`src/rtl/ysyx_25030093_arb_pkg.sv`:
```
`default_nettype none
// +----------------------------------------------------------------------+
// | Module  : ysyx_25030093_arb_pkg                                      |
// | Brief   : Shared types and defaults for the IFU/LSU SRAM arbiter.    |
// | Config  : YSYX_25030093_ARB_RR_EN selects round-robin arbitration.   |
// | Revision: 1.0 - initial release                                      |
// +----------------------------------------------------------------------+
package ysyx_25030093_arb_pkg;

   localparam int DEF_ADDR_W = 32;
   localparam int DEF_DATA_W = 32;

   // Bit positions inside the one-hot grant vector
   localparam int GNT_IFU = 0;
   localparam int GNT_LSU = 1;

   typedef enum logic [1:0] {
      IDLE = 2'd0,
      SEND = 2'd1,
      WAIT = 2'd2
   } state_t;

   typedef enum logic {
      OWN_IFU = 1'b0,
      OWN_LSU = 1'b1
   } owner_t;

endpackage
`default_nettype wire

```
`src/rtl/ysyx_25030093_arb_pick.sv`:
```
`default_nettype none
// +----------------------------------------------------------------------+
// | Module  : ysyx_25030093_arb_pick                                     |
// | Brief   : Two-way winner selection, one-hot grant output.            |
// | Config  : YSYX_25030093_ARB_RR_EN -> favour the requester not        |
// |           granted last; otherwise the LSU wins every tie.            |
// | Revision: 1.0 - initial release                                      |
// +----------------------------------------------------------------------+
module ysyx_25030093_arb_pick
   import ysyx_25030093_arb_pkg::*;
(
   input  logic       ifu_valid,
   input  logic       lsu_valid,
   input  owner_t     last_grant,
   output logic [1:0] grant
);

`ifndef YSYX_25030093_ARB_RR_EN
   // Fixed priority has no history; the input is kept for a uniform interface
   logic unused_last_grant;
   assign unused_last_grant = last_grant;
`endif

   // Select at most one winner; ties resolved by the configured policy
   always_comb begin
      grant = 2'b00;
      if (ifu_valid && lsu_valid) begin
`ifdef YSYX_25030093_ARB_RR_EN
         grant[GNT_IFU] = (last_grant == OWN_LSU);
         grant[GNT_LSU] = (last_grant == OWN_IFU);
`else
         grant[GNT_LSU] = 1'b1;
`endif
      end else if (ifu_valid) begin
         grant[GNT_IFU] = 1'b1;
      end else if (lsu_valid) begin
         grant[GNT_LSU] = 1'b1;
      end
   end

endmodule
`default_nettype wire

```
`src/rtl/ysyx_25030093_sram_arbiter.sv`:
```
`default_nettype none
// +----------------------------------------------------------------------+
// | Module  : ysyx_25030093_sram_arbiter                                 |
// | Brief   : Shares one SRAM port between IFU and LSU, one transaction  |
// |           in flight (IDLE -> SEND -> WAIT -> IDLE).                  |
// | Config  : YSYX_25030093_ARB_RR_EN enables round-robin tie breaking.  |
// | Revision: 1.0 - initial release                                      |
// +----------------------------------------------------------------------+
module ysyx_25030093_sram_arbiter
   import ysyx_25030093_arb_pkg::*;
#(
   parameter int ADDR_W = DEF_ADDR_W,
   parameter int DATA_W = DEF_DATA_W
) (
   input  logic                clk,
   input  logic                rst,
   // instruction fetch port
   input  logic                ifu_req_valid,
   output logic                ifu_req_ready,
   input  logic [ADDR_W-1:0]   ifu_addr,
   output logic                ifu_resp_valid,
   input  logic                ifu_resp_ready,
   output logic [DATA_W-1:0]   ifu_rdata,
   // load/store port
   input  logic                lsu_req_valid,
   output logic                lsu_req_ready,
   input  logic [ADDR_W-1:0]   lsu_addr,
   input  logic                lsu_wen,
   input  logic [DATA_W-1:0]   lsu_wdata,
   input  logic [DATA_W/8-1:0] lsu_wmask,
   output logic                lsu_resp_valid,
   input  logic                lsu_resp_ready,
   output logic [DATA_W-1:0]   lsu_rdata,
   // shared SRAM port
   output logic                mem_req_valid,
   input  logic                mem_req_ready,
   output logic [ADDR_W-1:0]   mem_addr,
   output logic                mem_wen,
   output logic [DATA_W-1:0]   mem_wdata,
   output logic [DATA_W/8-1:0] mem_wmask,
   input  logic                mem_resp_valid,
   output logic                mem_resp_ready,
   input  logic [DATA_W-1:0]   mem_rdata
);

   state_t     state;
   owner_t     owner;
   owner_t     last_grant;
   logic [1:0] grant;
   logic       in_idle;
   logic       ifu_sel;
   logic       lsu_sel;

   ysyx_25030093_arb_pick u_pick (
      .ifu_valid  (ifu_req_valid),
      .lsu_valid  (lsu_req_valid),
      .last_grant (last_grant),
      .grant      (grant)
   );

   // Handshakes only open in IDLE; gating with rst keeps ready low while reset is held
   assign in_idle       = rst && (state == IDLE);
   assign ifu_req_ready = in_idle && grant[GNT_IFU];
   assign lsu_req_ready = in_idle && grant[GNT_LSU];

   // Response path is a straight passthrough to the owner while waiting
   assign ifu_sel        = (state == WAIT) && (owner == OWN_IFU);
   assign lsu_sel        = (state == WAIT) && (owner == OWN_LSU);
   assign ifu_resp_valid = ifu_sel && mem_resp_valid;
   assign lsu_resp_valid = lsu_sel && mem_resp_valid;
   assign ifu_rdata      = ifu_sel ? mem_rdata : '0;
   assign lsu_rdata      = lsu_sel ? mem_rdata : '0;
   assign mem_resp_ready = (ifu_sel && ifu_resp_ready) || (lsu_sel && lsu_resp_ready);

`ifdef YSYX_25030093_ARB_RR_EN
   // Remember who won the most recent grant for the next tie
   always_ff @(posedge clk or negedge rst) begin
      if (!rst) begin
         last_grant <= OWN_LSU;
      end else if ((state == IDLE) && (grant != 2'b00)) begin
         last_grant <= grant[GNT_LSU] ? OWN_LSU : OWN_IFU;
      end
   end
`else
   assign last_grant = OWN_LSU;
`endif

   // Transaction FSM with registered request payload and request valid
   always_ff @(posedge clk or negedge rst) begin
      if (!rst) begin
         state         <= IDLE;
         owner         <= OWN_IFU;
         mem_req_valid <= 1'b0;
         mem_addr      <= '0;
         mem_wen       <= 1'b0;
         mem_wdata     <= '0;
         mem_wmask     <= '0;
      end else begin
         case (state)
            IDLE: begin
               if (grant != 2'b00) begin
                  state         <= SEND;
                  mem_req_valid <= 1'b1;
                  if (grant[GNT_LSU]) begin
                     owner     <= OWN_LSU;
                     mem_addr  <= lsu_addr;
                     mem_wen   <= lsu_wen;
                     mem_wdata <= lsu_wdata;
                     mem_wmask <= lsu_wmask;
                  end else begin
                     owner     <= OWN_IFU;
                     mem_addr  <= ifu_addr;
                     mem_wen   <= 1'b0;
                     mem_wdata <= '0;
                     mem_wmask <= '0;
                  end
               end
            end
            SEND: begin
               if (mem_req_ready) begin
                  mem_req_valid <= 1'b0;
                  state         <= WAIT;
               end
            end
            WAIT: begin
               if (mem_resp_valid && mem_resp_ready) begin
                  state <= IDLE;
               end
            end
            default: begin
               state         <= IDLE;
               mem_req_valid <= 1'b0;
            end
         endcase
      end
   end

endmodule
`default_nettype wire

```
`config.mk`:
```
export PLATFORM = sky130hd
export DESIGN_NAME = ysyx_25030093_sram_arbiter
export DESIGN_NICKNAME = d
export VERILOG_FILES = /design/src/rtl/ysyx_25030093_arb_pkg.sv /design/src/rtl/ysyx_25030093_arb_pick.sv /design/src/rtl/ysyx_25030093_sram_arbiter.sv
export SDC_FILE = /design/constraint.sdc
export NUM_CORES = 1
export LEC_CHECK = 0
export ABC_AREA = 0
export ABC_CLOCK_PERIOD_IN_PS = 2200
export BUFFER_PORTS_ARGS = -buffer_cell sky130_fd_sc_hd__clkbuf_2
export CAP_MARGIN = 10
export CORE_AREA = 5 5 105 107
export CTS_BUF_LIST = sky130_fd_sc_hd__clkbuf_8
export DETAILED_ROUTE_END_ITERATION = 8
export DIE_AREA = 0 0 110 112
export PLACE_DENSITY = 0.77
export SETUP_SLACK_MARGIN = 0.05
export SLEW_MARGIN = 30
export SYNTH_ARGS = -nofsm -noshare
export SYNTH_HDL_FRONTEND = slang
export SYNTH_SLANG_ARGS = --single-unit
```
`constraint.sdc`:
```
create_clock -name clk -period 2.2 [get_ports clk]
set_input_delay 0.11 -clock clk [delete_from_list [all_inputs] [get_ports clk]]
set_output_delay 0.11 -clock clk [all_outputs]
set_load 0.1 [all_outputs]
```
==> metrics.md <==
| Metric | Value |
|---|---|
| Outcome | finished, final reports clean |
| Hold WC Path Type | in -> reg |
| Drt wl/cell | 17.36 µm |
| Post-Synthesis Cells | 283 |
| Register area share after synthesis | 51.43% |
| Hold path cells | 2 |
| Top cell type's share of synthesized area | 51.43% |
| Routability-driven placement congestion ratio | 0.8612 |
| Post-Synth Simple-Gate Area | 13.81% |
| Worst-Margin Slew | ~610 ps |
| Adder-Cell Fraction of Synth Area | 0% |
| Worst setup EP type | output port |
| Initial antenna violation count | 2 |
| Port bufs | 279 |
| Synth Area in Compound Gates | 10.07% |
| Core Box Area | around 10000 µm² |
| Most common cell after layout, fill and taps aside | clkbuf_2 |
| Post-route setup TNS | 0 ps |
| CTS max path bufs | 2 |
| FF-to-FF path depth | 4 |
| DIE AREA | 12320 µm² |
| Post-Synth XOR/XNOR Area | 0% |
| Met2 GRT Util | between 30% and 40% |
| Root buffer selected by CTS | clkbuf_8 |
| Total Routed Length | 12780 µm |
| Rows | 37 |
| Detailed Place HPWL | ~10000 µm |
| Synth area leaders | dfrtp_1 (51%), mux2_2 (19%), and2_1 (12%) |
| IO Count | 280 |
| Largest family of logic cells by synthesized area | multiplexers |
| Post-Syn Area | between 3000 and 4000 µm² |
| Post-Place Cells | roughly 680 |
| Slew Viols, Final | 0 |
| Syn. warnings | 0 |
| Leading area contributor after synthesis | dfrtp_1 |
| Worst hold endpoint | mem_wdata[2] |
| Worst r2r dst | mem_addr[26] |
| Slew Limit Headroom | 59.52% |
| Post CTS Setup Buffer Count | 0 |
| Worst skew pair latency | roughly 330 ps |
| Die X | between 100 and 150 µm |
| Iteration-0 DRC Markers | about 170 |
| Vias/cell | 4.713 |
| Min Tclk post-route | 1916 ps |
| Final ANT Viol Nets | 0 |
| First-pass GRT wire length | between 15000 and 20000 µm |
| Non-filler cells, final | 736 |
| CTS sink cnt | 73 |
| Hold buffer count at cts | 34 |
| Critical Path AT | 1810 ps |
| Synth cell types | 22 |
| # resized after CTS | 0 |
| Fillers | 744 |
| Share of cells above drive strength 1 | 61.04% |
| Nets | approximately 730 |
| RSZ-0062 raised after global routing | false |
| CTS tree | yes |
| Number of global-route vias before repair | 3847 |
| Area Overhead vs Synth | 84.47% |
| R2r setup slk | 560 ps |
| Met1 GRT Util | 20.13% |
| Worst flop-to-flop path startpoint | state[0] |
| Via count | 3469 |
| Final setup viols | 0 |
| DRC viols | 0 |
| WS Path Type | reg -> out |
| Clock Skews | approximately 5.7 ps |
| CTS HTree Levels | 3 |
| Largest net degree at the start of global routing | a little over 70 |
| Post-synthesis mux area share | 20.57% |
| Avg Inst Size Synth | 12.55 µm² |
| Worst-path clk slew | 70 ps |
| Met3 Usage GRT | 8.522% |
| Fin. Hold Viols | 0 |
| Syn nets | 424 |
| GRT busiest layer | met2 |
| CTS Buf Count | 9 |
| Commonest non-fill, non-tap cells in the layout | clkbuf_2 (212), dfrtp_1 (73), and2_1 (67), buf_12 (66), mux2_2 (61) |
| Grt total ovfl | 0 |
| Crit share post-route | 87.09% |
| Initial core utilization | 35.36% |
| F_max | 521.9 MHz |
| WP data required | between 2000 and 2500 ps |
| DRT Pass-1 Iters | 4 |
| Overall Global Routing Usage | a little over a fifth |
| Die Y | 112 µm |
| #FFs+latches synth | 73 |
| Crit start category | flip-flop |
| Crit path max fanout | 5 |
| Max_cap viols | 0 |
| Hold_sp | lsu_wdata[2] |
metrics by stage:
stage / util [%] / hold WS (ps) / setup slack [ps] / area, µm²
6_report: 65.23 / 27.15 / 284.1 / 6553
3_3_place_gp: 59.95 / -75.63 / 588.5 / 6022
4_1_cts: 65.14 / 0.5539 / 236.4 / 6544
3_5_place_dp: 59.95 / -74.81 / 558.6 / 6022
5_1_grt: 65.23 / 11.50 / 154.3 / 6553
2_1_floorplan: - / -185.6 / 152.2 / 3552
cells by family (layout without fill, tap and decap cells):
family,count (synthesis),after routing
AOI/OAI and AO/OA,41,41
buffers and inverters,22,337
muxes,65,65
and+or+nand+nor,82,82
DFF,73,73
other,0,2
state kept, by name, indices dropped and copies added (netlist names):
register and count:
mem_wmask 4, mem_req_valid 1, owner 1, state 2
mem_wdata 32, mem_addr 32, mem_wen 1
cell usage after synthesis, drive strengths merged:
master  count
a21o        1
a22o       37
and2       67
and3        1
buf        15
clkbuf      6
dfrtp      73
inv         1
mux2       64
mux2i       1
nand2       4
nand2b      1
nand3       1
nand3b      1
nor2        6
nor2b       1
o21ai       3
worst max-delay path by stage:
stage             start       endpoint  slack (ps)  cells after the start
2_1_floorplan  state[0]  ifu_req_ready         150                      3
3_3_place_gp   state[0]   mem_addr[26]         590                      4
3_5_place_dp   state[0]   mem_addr[26]         560                      4
4_1_cts        state[0]  ifu_req_ready         240                      4
5_1_grt        state[0]  ifu_rdata[21]         150                      5
6_report       state[0]  ifu_req_ready         280                      4
routing by layer:
layer | vias to the layer above | part of all wire (%)
met5 | - | 0
met4 | 0 | 2.3
met3 | 25 | 12
met2 | 209 | 53
met1 | 1629 | 32
li1 | 1606 | -
final cells by class:
class | count | area (µm²) | area share (%)
Antenna cell | 2 | 5.005 | 0.07638
Clock buffer | 11 | 151.4 | 2.310
Clock inverter | 5 | 30.03 | 0.4583
Inverter | 1 | 3.754 | 0.05728
Multi-Input combinational cell | 188 | 1579 | 24.10
Sequential cell | 73 | 1827 | 27.88
Tap cell | 136 | 170.2 | 2.597
Timing Repair Buffer | 320 | 2786 | 42.52
worst max-delay path: stages (launching register included):
cell	delay (ps)
dfrtp_1	420
nor2_2	320
nand3_1	130
nor2_1	130
clkbuf_2	470
Power is left out: the tool's default activity adds up to more than one toggle a clock period on the data nets, which glitch-free logic cannot reach.
